==> src/rtl/tx_pattern_pkg.sv <==
// Shared types and PRBS constants for the TX pattern controller.
// Ramping of the driver codes is enabled by defining TX_DRV_RAMP_EN.
package tx_pattern_pkg;

    typedef enum logic [1:0] {
        PRBS7  = 2'd0,
        PRBS15 = 2'd1,
        PRBS23 = 2'd2,
        PRBS31 = 2'd3
    } prbs_mode_t;

    localparam int LFSR_W         = 31;
    localparam int DRV_SLICES_MAX = 40;

    localparam int PRBS7_ORD  = 7;
    localparam int PRBS7_TAP  = 6;
    localparam int PRBS15_ORD = 15;
    localparam int PRBS15_TAP = 14;
    localparam int PRBS23_ORD = 23;
    localparam int PRBS23_TAP = 18;
    localparam int PRBS31_ORD = 31;
    localparam int PRBS31_TAP = 28;

    // All-ones over the active order; doubles as the reseed value.
    function automatic logic [LFSR_W-1:0] prbs_mask(prbs_mode_t m);
        logic [LFSR_W-1:0] v;
        case (m)
            PRBS7:   v = 31'h0000_007F;
            PRBS15:  v = 31'h0000_7FFF;
            PRBS23:  v = 31'h007F_FFFF;
            default: v = 31'h7FFF_FFFF;
        endcase
        return v;
    endfunction

    function automatic logic prbs_fb(prbs_mode_t m, logic [LFSR_W-1:0] s);
        logic fb;
        case (m)
            PRBS7:   fb = s[PRBS7_ORD-1] ^ s[PRBS7_TAP-1];
            PRBS15:  fb = s[PRBS15_ORD-1] ^ s[PRBS15_TAP-1];
            PRBS23:  fb = s[PRBS23_ORD-1] ^ s[PRBS23_TAP-1];
            default: fb = s[PRBS31_ORD-1] ^ s[PRBS31_TAP-1];
        endcase
        return fb;
    endfunction

endpackage

==> src/rtl/tx_drv_ramp.sv <==
// One driver side: clamp target, ramp (or follow) current code, thermometer.
// Ramping is compiled in only when TX_DRV_RAMP_EN is defined.
module tx_drv_ramp
    import tx_pattern_pkg::*;
#(
    parameter int DRV_BITS   = 6,
    parameter int DRV_SLICES = 40,
    parameter int RAMP_DIV   = 4
) (
    input  logic                  clk,
    input  logic                  rst_n,
    input  logic [DRV_BITS-1:0]   target,
    output logic [DRV_SLICES-1:0] ctl,
    output logic                  busy
);

    localparam int CW = $clog2(DRV_SLICES + 1);

    if (RAMP_DIV < 1 || RAMP_DIV > 255 || DRV_SLICES > DRV_SLICES_MAX) begin : g_cfg_err
        $error("tx_drv_ramp: parameter out of range");
    end

    logic [CW-1:0] cur;
    logic [CW-1:0] tgt;

    always_comb begin
        tgt = CW'(target);
        if (int'(target) > DRV_SLICES)
            tgt = CW'(DRV_SLICES);
    end

    always_comb begin
        ctl = '0;
        for (int i = 0; i < DRV_SLICES; i++)
            ctl[i] = (CW'(i) < cur);
    end

`ifdef TX_DRV_RAMP_EN
    logic [7:0] div;
    logic       step;

    assign step = (div == 8'(RAMP_DIV - 1));
    assign busy = (cur != tgt);

    // Divider free-runs so a retarget continues from the current code.
    always_ff @(posedge clk or negedge rst_n) begin
        if (!rst_n) begin
            div <= '0;
            cur <= '0;
        end else begin
            div <= step ? '0 : div + 8'd1;
            if (step) begin
                if (cur < tgt)
                    cur <= cur + 1'b1;
                else if (cur > tgt)
                    cur <= cur - 1'b1;
            end
        end
    end
`else
    assign busy = 1'b0;

    always_ff @(posedge clk or negedge rst_n) begin
        if (!rst_n)
            cur <= '0;
        else
            cur <= tgt;
    end
`endif

endmodule

==> src/rtl/tx_pattern_ctrl.sv <==
// PRBS7/15/23/31 word generator with error injection and driver code control.
// Driver code ramping is enabled by defining TX_DRV_RAMP_EN.
module tx_pattern_ctrl
    import tx_pattern_pkg::*;
#(
    parameter int NLANES     = 16,
    parameter int DRV_BITS   = 6,
    parameter int DRV_SLICES = 40,
    parameter int RAMP_DIV   = 4
) (
    input  logic                  clk,
    input  logic                  rst_n,
    input  logic                  en,
    input  logic [1:0]            mode,
    input  logic                  seed_load,
    input  logic                  inj_req,
    output logic                  inj_ack,
    input  logic [DRV_BITS-1:0]   drv_code_n,
    input  logic [DRV_BITS-1:0]   drv_code_p,
    output logic [NLANES-1:0]     dout,
    output logic [DRV_SLICES-1:0] ctl_n,
    output logic [DRV_SLICES-1:0] ctl_p,
    output logic                  ramp_busy
);

    prbs_mode_t        mode_q;
    logic [LFSR_W-1:0] lfsr;
    logic [LFSR_W-1:0] lfsr_nxt;
    logic [LFSR_W-1:0] s;
    logic [NLANES-1:0] word;
    logic              fb;
    logic              seed_pend;
    logic              inj_prev;
    logic              inj_pend;
    logic              inj_rise;
    logic              inj_now;
    logic              emit;
    logic              busy_n;
    logic              busy_p;

    always_comb begin
        s    = lfsr;
        word = '0;
        fb   = 1'b0;
        for (int i = 0; i < NLANES; i++) begin
            fb      = prbs_fb(mode_q, s);
            word[i] = fb;
            s       = {s[LFSR_W-2:0], fb} & prbs_mask(mode_q);
        end
        lfsr_nxt = s;
    end

    assign inj_rise = inj_req & ~inj_prev;
    assign inj_now  = inj_pend | inj_rise;
    assign emit     = en | seed_pend;

    // The flip goes only onto dout; the LFSR never sees it.
    always_ff @(posedge clk or negedge rst_n) begin
        if (!rst_n) begin
            mode_q    <= PRBS7;
            lfsr      <= '1;
            dout      <= '0;
            seed_pend <= 1'b0;
            inj_prev  <= 1'b1;
            inj_pend  <= 1'b0;
            inj_ack   <= 1'b0;
        end else begin
            inj_prev <= inj_req;
            inj_ack  <= inj_rise;
            if (seed_load) begin
                mode_q    <= prbs_mode_t'(mode);
                lfsr      <= prbs_mask(prbs_mode_t'(mode));
                seed_pend <= 1'b1;
                inj_pend  <= inj_now;
            end else if (emit) begin
                lfsr      <= lfsr_nxt;
                dout      <= word ^ {{(NLANES-1){1'b0}}, inj_now};
                seed_pend <= 1'b0;
                inj_pend  <= 1'b0;
            end else begin
                inj_pend  <= inj_now;
            end
        end
    end

    tx_drv_ramp #(
        .DRV_BITS   (DRV_BITS),
        .DRV_SLICES (DRV_SLICES),
        .RAMP_DIV   (RAMP_DIV)
    ) u_ramp_n (
        .clk    (clk),
        .rst_n  (rst_n),
        .target (drv_code_n),
        .ctl    (ctl_n),
        .busy   (busy_n)
    );

    tx_drv_ramp #(
        .DRV_BITS   (DRV_BITS),
        .DRV_SLICES (DRV_SLICES),
        .RAMP_DIV   (RAMP_DIV)
    ) u_ramp_p (
        .clk    (clk),
        .rst_n  (rst_n),
        .target (drv_code_p),
        .ctl    (ctl_p),
        .busy   (busy_p)
    );

    assign ramp_busy = busy_n | busy_p;

endmodule

==> config.mk <==
export PLATFORM = sky130hd
export DESIGN_NAME = tx_pattern_ctrl
export DESIGN_NICKNAME = d
export VERILOG_FILES = /design/src/rtl/tx_pattern_pkg.sv /design/src/rtl/tx_drv_ramp.sv /design/src/rtl/tx_pattern_ctrl.sv
export SDC_FILE = /design/constraint.sdc
export NUM_CORES = 1
export LEC_CHECK = 0
export ABC_CLOCK_PERIOD_IN_PS = 3050
export CORE_ASPECT_RATIO = 1.25
export CORE_MARGIN = 2
export CORE_UTILIZATION = 50
export DETAILED_ROUTE_END_ITERATION = 10
export GPL_TIMING_DRIVEN = 0
export PLACE_DENSITY_LB_ADDON = 0.3
export SYNTH_ARGS = -nofsm -noshare
export SYNTH_HDL_FRONTEND = slang
export SYNTH_SLANG_ARGS = --single-unit
==> constraint.sdc <==
create_clock -name clk -period 3.05 [get_ports clk]
set_input_delay 0.7625 -clock clk [delete_from_list [all_inputs] [get_ports clk]]
set_output_delay 0.7625 -clock clk [all_outputs]
set_load 0.005 [all_outputs]
==> results.toml <==
[outcome]
status = "completed"

[clock_network]
cts_buffer_depth = 2
htree_num_levels = 3
cts_buffers = 9
clkTransAtPathRegs_ns = 0.07
clkLatencyLatePin_ns = 0.36
root_buffer = "clkbuf_8"
cts_hold_buf = 0
cts.sinks = 65
cts_tree = "built"

[critical_path]
r2r_slack_ns = 0.73
cp_num_cells = 7
worstReg2RegEnd = "dout[13]$_DFFE_PN0P_"
path_buf_inv = 4
cp-end-kind = "output port"
crit_type = "flop to output port"
path_max_fanout = 9
slowest_delay_ns = 0.44
crit_top_cell = "inv_1"
crit_slowest_cell = "clkdlybuf4s50_1"
worst_path_dominant_cell_family = "buffers and inverters"
worstReg2RegStart = "lfsr[7]$_DFFE_PN1P_"
crit_arrival_ns = 2.25
cp-endpoint = "ctl_p[17]"
crit_path_start = "u_ramp_p.cur[3]$_DFF_PN0_"
reg2regPathDepth = 7
path_cells = "clkbuf_1 > a21oi_4 > inv_1 > a21oi_1 > inv_1 > a21o_1 > clkdlybuf4s50_1"
worstPathRequired_ns = 2.29
worst_setup_path_start_kind = "flop"

[place]
port_buffers = 115
hpwl_um = 9399
pre_cts_slack_ns = 0.1338
gp_congestion = 0.9881
dp.cells = 707

[routing]
routed_wl_um = 11990
antenna_left = 0
vias = 3938
drtPass1Iterations = 5
drc_errors = 0
drt-initial-drc-count = 186
routed_via_density = 5.462
wire_per_inst_um = 16.63

[floorplanning]
std_cell_rows = 37
coreArea_mm2 = 0.008194
die_x_um = 86.10
io_pins = 117
chipHeight_um = 106.6
start_util_pct = 51.41
die_area_mm2 = 0.009180

[run]
cap_violations = 0

[cells_and_area]
antenna_cells = 0
fin_nets = 639
num-fill-cells = 673
final_cells = 721
final_util_pct = 69.49
syn2layout_area_growth_pct = 35.16
drive_gt1_share_pct = 14.90

[yosys]
netlist_area_mm2 = 0.004213
synth_top_area_cell = "dfstp_2"
ys_types = 50
synthCells = 494
synthesis.nets = 513
avgSynthCellArea_um2 = 8.528
yosys_warnings = 0
synth.area.top_cells = "dfstp_2, dfrtp_1, nor2_1"
netlist.area_leader.share_pct = 19.96
ys_seq_area_share_pct = 39.56
synth_seq_cells = 65

[pwr]
power.density_mw_per_mm2 = 590.8
total_power_w = 0.003364
ir_drop_mv = 0.4831
p_leak_nw = 2.312

[timing]
skew_ns = 0.006639
fin_crit_sh_pct = 98.89
hold_viol_final = 0
maxSlewViolCount = 0
worst_slack_ns = 0.03395
setup-violations-final = 0
slew_headroom_pct = 43.95
rsz0062_at_grt = "true"
holdWs_ns = 0.5052
finalCriticalPeriod_ns = 3.016
worstMarginPinSlew_ns = 0.8407
clock.fmax_mhz = 331.6

[grt]
grt_max_degree = 40
grt_pass1_vias = 3783
grt_overflow_total = 0
grt_pass1_wl_um = 19050
antenna_found_initial = 0
grt_util_all_layers_pct = 27.10

[min_path]
hold_path.class = "primary input to asynchronous set/reset pin"
==> cells by family (layout without fill, tap and decap cells) <==
logic type | Yosys count | count (layout) | share of synthesized area, %
xor+xnor | 59 | 59 | 13.10
buf+inv | 61 | 191 | 6.623
flops | 65 | 65 | 39.56
other cells | 1 | 1 | 0.08901
mux | 12 | 12 | 4.158
compound gates | 128 | 128 | 19.22
simple gates | 168 | 168 | 17.26
==> per-stage QoR <==
stage	cell area [um^2]	TNS [ns]
floorplan	4213	0
global placement	5485	-22.24
detailed placement	5500	0
CTS	5678	-0.00009970
global route	5694	-0.08742
finish	5694	0
==> worst min path at each step <==
| stage | slack, ns | cells after the start | endpoint |
|---|---|---|---|
| 6_report | 0.51 | 1 | inj_pend$_DFF_PN0_ |
| 5_1_grt | 0.53 | 2 | lfsr[29]$_DFFE_PN1P_ |
| 4_1_cts | 0.51 | 2 | lfsr[29]$_DFFE_PN1P_ |
| 3_5_place_dp | 0.50 | 1 | dout[0]$_DFFE_PN0P_ |
| 3_3_place_gp | 0.47 | 1 | dout[11]$_DFFE_PN0P_ |
| 2_1_floorplan | 0.46 | 2 | inj_pend$_DFF_PN0_ |
==> sequential cells by signal, indices dropped and copies added (netlist names) <==
register,count
u_ramp_p.cur,6
inj_prev,1
u_ramp_n.cur,6
lfsr,31
inj_pend,1
seed_pend,1
inj_ack,1
mode_q,2
dout,16
==> cells in the mapped netlist, drive strengths merged <==
master   instances
conb             1
or3              3
and2             7
o211a            1
mux4             4
o41a             1
o22ai            3
nand3            3
nand2           60
nor3             7
a21o            12
xnor3            2
nor2b            5
or2              3
xor2            28
a21boi           5
nor2            71
a211oi           2
or4              1
a2bb2oi          1
inv             12
nand2b           6
a31oi            2
o21ai           44
o21a             2
clkbuf          27
dfrtp           33
dfstp           32
xnor2           29
a31o             2
o31ai            1
a21oi           30
buf             22
o21bai           7
o22a             6
o211ai           9
mux2i            4
mux2             4
or2b             1
and3             1
==> timing repair <==
item                                    in CTS  in global routing
buffers inserted                             0                  0
resized for setup                            3                  9
endpoints found under the setup margin       5                 13
==> worst register-to-register path, cell delays in order (launching register included) <==
cell       delay [ns]
dfstp_2          0.52
clkbuf_1         0.35
xor2_1           0.12
a21oi_1          0.17
a2bb2oi_1        0.55
xnor3_1          0.31
nand2_1          0.09
a31oi_1          0.08
==> cell type report <==
type                            instances  area, um^2  area share, %
Tap cell                               97       121.4          2.131
Inverter                               12       45.04         0.7910
Clock buffer                           15       166.4          2.922
Multi-Input combinational cell        368        2296          40.32
Sequential cell                        65        1667          29.27
Buffer                                 48       232.7          4.087
Timing Repair Buffer                  116        1166          20.48
==> power breakdown <==
part / internal, W / switching [W]
clock: 0.000336 / 0.000302
sequential: 0.00109 / 0.000124
combinational: 0.000770 / 0.000744
total: 0.00219 / 0.00117
==> routing by layer <==
metal,wire length [um],vias up,GRT usage (%)
li1,-,1888,-
met1,4502,1837,30.19
met2,6116,175,47.51
met3,864,38,5.158
met4,505,0,15.76
met5,0,-,0
==> placed cells by master, fill, tap and decap left out, types with 3 or more instances in the layout <==
| cell | instances |
|---|---|
| o21ai_0 | 43 |
| nand2b_1 | 5 |
| a21boi_0 | 5 |
| dfstp_2 | 32 |
| o211ai_1 | 9 |
| nor2b_1 | 5 |
| and2_1 | 6 |
| buf_2 | 13 |
| clkdlybuf4s50_1 | 114 |
| o21bai_1 | 7 |
| clkbuf_2 | 3 |
| xnor2_1 | 29 |
| or2_2 | 3 |
| o22a_1 | 6 |
| mux2_2 | 4 |
| mux2i_1 | 4 |
| clkbuf_8 | 11 |
| a21oi_1 | 28 |
| nor3_1 | 5 |
| mux4_2 | 4 |
| clkbuf_1 | 27 |
| xor2_1 | 27 |
| buf_4 | 9 |
| nand2_1 | 60 |
| nand3_1 | 3 |
| dfrtp_1 | 33 |
| inv_1 | 12 |
| or3_1 | 3 |
| nor2_1 | 68 |
| a21o_1 | 12 |
Note: power is estimated with default switching activity, not from simulation.
==> variant 1: new RTL, same settings <==
`DRV_BITS` is set to 6 in 2 places; all go to 12.
--- a/src/rtl/tx_drv_ramp.sv
+++ b/src/rtl/tx_drv_ramp.sv
@@ -3,7 +3,7 @@
 module tx_drv_ramp
     import tx_pattern_pkg::*;
 #(
-    parameter int DRV_BITS   = 6,
+    parameter int DRV_BITS   = 12,
     parameter int DRV_SLICES = 40,
     parameter int RAMP_DIV   = 4
 ) (
--- a/src/rtl/tx_pattern_ctrl.sv
+++ b/src/rtl/tx_pattern_ctrl.sv
@@ -4,7 +4,7 @@
     import tx_pattern_pkg::*;
 #(
     parameter int NLANES     = 16,
-    parameter int DRV_BITS   = 6,
+    parameter int DRV_BITS   = 12,
     parameter int DRV_SLICES = 40,
     parameter int RAMP_DIV   = 4
 ) (
Ports: changed (resized drv_code_n and drv_code_p); port bits go from 117 to 129. No check against the original RTL was run, so the function may have changed too.
==> variant 1 against the original RTL <==
  * Wire length up 4.7%
  * Sequential cell count did not move
  * Critical endpoint is now ctl_p[1]
  * Design area is 4.4% higher
  * Clock power is 3% lower
  * Setup slack better by 0.099 ns
  * Total power down 7.3%
  * Synthesized area up 3.3%
  * Worst hold slack worse by 0.064 ns
==> variant 1: results <==
metrics = {
    "outcome": {
        "status": "completed",
    },
    "placement": {
        "io_buffers": 127,
        "placed_cells": 750,
        "dpl_worst_slack_ns": 0.0499,
        "globalplace.congestion": 0.930,
        "postPlaceCellArea_um2": 5760,
        "place_hpwl_um": 10000,
    },
    "synth": {
        "ys_top_cells_by_count": "nand2_1, nor2_1, o21ai_0, dfrtp_1, dfstp_2",
        "postSynthAreaPerCell_um2": 8.33,
        "seq_area_frac_synth_pct": 38.3,
        "ys_types": 55,
        "synthTopCellsByArea": "dfstp_2, dfrtp_1, o21ai_0",
    },
    "power_and_ir_drop": {
        "ir_worst_vdd_uv": 458,
        "leakagePower_nw": 2.33,
    },
    "worst_setup_path": {
        "r2r_end": "dout[7]$_DFFE_PN0P_",
        "r2r_setup_slack_ns": 0.78,
        "cp_slowest_cell": "dfrtp_1",
        "rr_worst_depth": 6,
        "cp_top_family": "simple AND/OR/NAND/NOR gates",
        "cp_max_fo": 7,
        "cp_data_arrival_time_ns": 2.15,
    },
    "sta": {
        "tightestPinTransition_ns": 0.664,
        "finClkSkew_ns": 0.0112,
        "fin_hold_ws_ns": 0.442,
    },
    "layout": {
        "final_cells": 764,
        "nets": 690,
        "n_fill_cell": 724,
        "syn2layout_area_growth_pct": 36.6,
        "layout-drive-gt1-share_pct": 14.5,
    },
    "route": {
        "num_vias": 4269,
        "drt_iter0_drc": 212,
        "wire_per_inst_um": 16.4,
        "drt_pass1_iterations": 5,
    },
    "global_route": {
        "grt_usage_pct": 27.6,
        "grt_pass1_vias": 4040,
        "grt_max_degree": 36,
    },
}
-- variant 1: cell count changes after synthesis, moves of 4 or more --
cell,delta
inv_1,+7
nand2_1,+10
nor4_1,+4
nor2_1,-9
or2_2,+4
o211ai_1,-6
a21oi_1,-5
and2_1,-5
o31a_1,+4
o21ai_0,+9
nand3_1,+5
-- variant 1: worst reg2reg max path, delay by kind of cell (launching register included) --
family	cells	cell delay [ns]
buffers and inverters	1	0.36
AND/OR/NAND/NOR	2	0.19
flip-flops	1	0.52
XOR/XNOR	1	0.12
AO/OA/AOI/OAI	2	0.94
-- variant 1: how the worst max path moves through the flow --
stage	depth (start not counted)	to	from	slack (ns)
final	4	ctl_p[1]	u_ramp_p.cur[4]$_DFF_PN0_	0.13
after global routing	5	ctl_p[22]	u_ramp_p.cur[4]$_DFF_PN0_	0.01
after CTS	6	ctl_n[1]	u_ramp_n.cur[3]$_DFF_PN0_	0.04
after detailed placement	6	dout[7]$_DFFE_PN0P_	seed_load	0.05
after global placement	1	u_ramp_n.cur[5]$_DFF_PN0_	rst_n	-0.71
after floorplan	5	ctl_n[1]	u_ramp_n.cur[3]$_DFF_PN0_	0.92
-- variant 1: cell families (layout without fill, tap and decap cells) --
kind of cell | count (synthesis) | count (layout) | synth area share (%)
simple gates | 178 | 178 | 17.8
compound gates | 145 | 145 | 21.7
buf+inv | 68 | 210 | 7.13
flops | 65 | 65 | 38.3
xor+xnor | 55 | 55 | 11.4
mux | 10 | 10 | 3.51
other cells | 1 | 1 | 0.0862
-- variant 1: power by group --
part	leakage, nW	switching, mW	internal [mW]
Sequential	0.734	0.104	1.08
Clock	0.0850	0.330	0.292
Combinational	1.51	0.674	0.642
-- variant 1: cell type report --
type,count,share of cell area [%]
repair buffers,128,21.6
clock inverters,7,0.800
flip-flops and latches,65,28.0
multi-input cells,389,40.2
well taps,100,2.11
inverters,19,1.20
plain buffers,47,3.90
clock buffers,9,2.08
-- variant 1: timing repair --
action | in CTS | in global routing
endpoints found under the setup margin | 4 | 6
gates resized for setup | 3 | 1
gates cloned | 0 | 0
setup buffers | 0 | 0
-- variant 1: per-layer routing --
layer | global-route usage, % | share of wire, % | routed length (µm)
met5 | 0 | 0 | 0
met3 | 6.03 | 6.9 | 864
met2 | 47.5 | 52 | 6470
met1 | 31.2 | 37 | 4710
met4 | 15.4 | 4.1 | 512
==> variant 2: new RTL, config.mk and constraints unchanged <==
Without the edit above. Add an input register stage for `mode`; this delays it by one clock. The other inputs are not delayed to match.
--- a/src/rtl/tx_pattern_ctrl.sv
+++ b/src/rtl/tx_pattern_ctrl.sv
@@ -22,6 +22,12 @@
     output logic [DRV_SLICES-1:0] ctl_p,
     output logic                  ramp_busy
 );
+
+    logic [1:0] mode_r;
+
+    always_ff @(posedge clk) begin
+        mode_r <= mode;
+    end
 
     prbs_mode_t        mode_q;
     logic [LFSR_W-1:0] lfsr;
@@ -68,8 +74,8 @@
             inj_prev <= inj_req;
             inj_ack  <= inj_rise;
             if (seed_load) begin
-                mode_q    <= prbs_mode_t'(mode);
-                lfsr      <= prbs_mask(prbs_mode_t'(mode));
+                mode_q    <= prbs_mode_t'(mode_r);
+                lfsr      <= prbs_mask(prbs_mode_t'(mode_r));
                 seed_pend <= 1'b1;
                 inj_pend  <= inj_now;
             end else if (emit) begin
Behaviour: not the same (a bounded check fails within 4 cycles, from zero or initial values and one cycle with rst_n low).
==> variant 2 against the original RTL <==
  * Non-clock buffer count increased by 10
  * Sequential cell count up 2
  * First-iteration DRC count up 46%
  * Wire length is 0.36% lower
  * Global-route usage decreased by 1.5 points
  * Synthesized area grew 4.5%
  * Setup slack improved by 0.094 ns
  * Total power fell by 0.11%
  * Count of clock-buffer cells in the layout is 6 lower
  * Fmax grew 3.2%
  * Sequential share of layout area decreased by 0.53 points
  * Design area rose by 4.3%
  * Critical path depth down 1
  * Critical path type unchanged
  * Largest cell class unchanged
  * Largest power group unchanged
==> variant 2: results <==
metrics = {
    "power_and_ir_drop": {
        "switching_share_pct": 35.0,
        "leakagePower_nw": 2.40,
        "power_sequential_mw": 1.19,
        "ir_worst_vdd_uv": 470,
        "combinationalPowerShare_pct": 42.6,
        "p_sw_mw": 1.17,
    },
    "placement": {
        "place_hpwl_um": 9280,
        "dpl_worst_slack_ns": 0.315,
        "placed_cells": 746,
        "io_buffers": 115,
        "postPlaceCellArea_um2": 5720,
        "globalplace.congestion": 1.07,
    },
    "sta": {
        "fin_hold_ws_ns": 0.445,
        "finalCritPeriodShare_pct": 95.8,
        "tightestPinTransition_ns": 0.676,
        "finClkSkew_ns": 0.0119,
        "hold_viol": 0,
    },
    "synth": {
        "postSynthAreaPerCell_um2": 8.64,
        "synthArstFlopShare_pct": 97.0,
        "ys_top_cells_by_count": "nor2_1, nand2_1, a21oi_1, clkbuf_1, dfrtp_1",
        "ys_types": 54,
        "synth_flop_cell": "dfrtp_1",
        "synthTopCellsByArea": "dfstp_2, dfrtp_1, nor2_1",
        "synth_nets": 529,
        "seq_area_frac_synth_pct": 38.8,
    },
    "layout": {
        "reg.largest.list": "lfsr: 31 flops, dout: 16 flops",
        "nets": 656,
        "n_fill_cell": 684,
        "final_cells": 762,
        "diodes": 0,
        "layout-drive-gt1-share_pct": 14.6,
        "postLayoutCellArea_um2": 5940,
    },
    "global_route": {
        "grt_pass1_vias": 3935,
        "grt_antenna_before_repair": 0,
        "grt_first_pass_wirelength_um": 19000,
        "grt_usage_pct": 25.6,
        "grt_max_degree": 37,
    },
    "route": {
        "drt_pass1_iterations": 5,
        "vias_per_cell": 5.35,
        "drc": 0,
        "drt_wl_total_um": 11900,
        "drt_iter0_drc": 272,
    },
    "worst_setup_path": {
        "r2r_end": "dout[13]$_DFFE_PN0P_",
        "rr_worst_depth": 7,
        "startpoint": "u_ramp_n.cur[3]$_DFF_PN0_",
        "cp_max_fo": 10,
        "crit_path_end": "ctl_n[1]",
        "r2r_setup_slack_ns": 0.91,
        "r2r-start": "lfsr[6]$_DFFE_PN1P_",
        "cp_data_arrival_time_ns": 2.16,
    },
    "clock_network": {
        "cts_buffers": 9,
        "clock_latency_ns": 0.36,
        "cts_root_buffer": "clkbuf_8",
        "clk_pin_slew_ns": 0.08,
        "postCtsSetupRepairBufs": 0,
        "cts_htree_levels": 3,
    },
    "worst_hold_path": {
        "hold_path.class": "primary input to asynchronous set/reset pin",
    },
    "outcome": {
        "status": "completed",
    },
}
==> variant 2: cell count changes after synthesis, moves of 5 or more <==
| cell | unedited run | this run |
|---|---|---|
| o21ai_0 | 44 | 6 |
| o21ai_1 | 0 | 15 |
| a21oi_1 | 29 | 43 |
| clkbuf_1 | 26 | 35 |
| a21boi_1 | 0 | 7 |
| o21a_1 | 2 | 8 |
| buf_2 | 12 | 7 |
| buf_4 | 9 | 4 |
| inv_1 | 12 | 7 |
==> variant 2: repair_timing <==
item,CTS,global route
setup endpoints to repair,2,10
hold endpoints to repair,0,0
gates resized for setup,2,6
hold buffers,0,0
==> variant 2: kinds of logic (layout without fill, tap and decap cells) <==
kind of cell | after synthesis | after routing | synth area share, %
AND/OR/NAND/NOR | 166 | 166 | 16.4
AO/OA/AOI/OAI | 136 | 136 | 20.1
buffers and inverters | 69 | 201 | 8.18
flip-flops | 67 | 67 | 38.8
XOR/XNOR | 59 | 59 | 12.2
multiplexers | 12 | 12 | 4.20
other | 1 | 1 | 0.0851
==> variant 2: cell type report <==
class,count,area share (%)
repair buffers,116,19.6
clock inverters,7,1.24
well taps,120,2.53
inverters,11,0.695
multi-input cells,374,39.7
clock buffers,9,2.09
plain buffers,58,5.39
flip-flops and latches,67,28.7
==> variant 2: critical path, cell delays in order (launching register included) <==
cell and delay (ns):
dfrtp_1 0.36, clkbuf_1 0.20, or2_1 0.34, nor2_2 0.21, inv_2 0.05, or2_1 0.20
clkdlybuf4s50_1 0.44
==> variant 2: routing by layer <==
metal | vias up | global-route usage (%) | share of wire (%)
met1 | 1909 | 29.1 | 37
met4 | 0 | 10.7 | 3.5
met2 | 202 | 46.9 | 52
li1 | 1926 | - | -
met5 | - | 0 | 0
met3 | 40 | 4.31 | 7.4
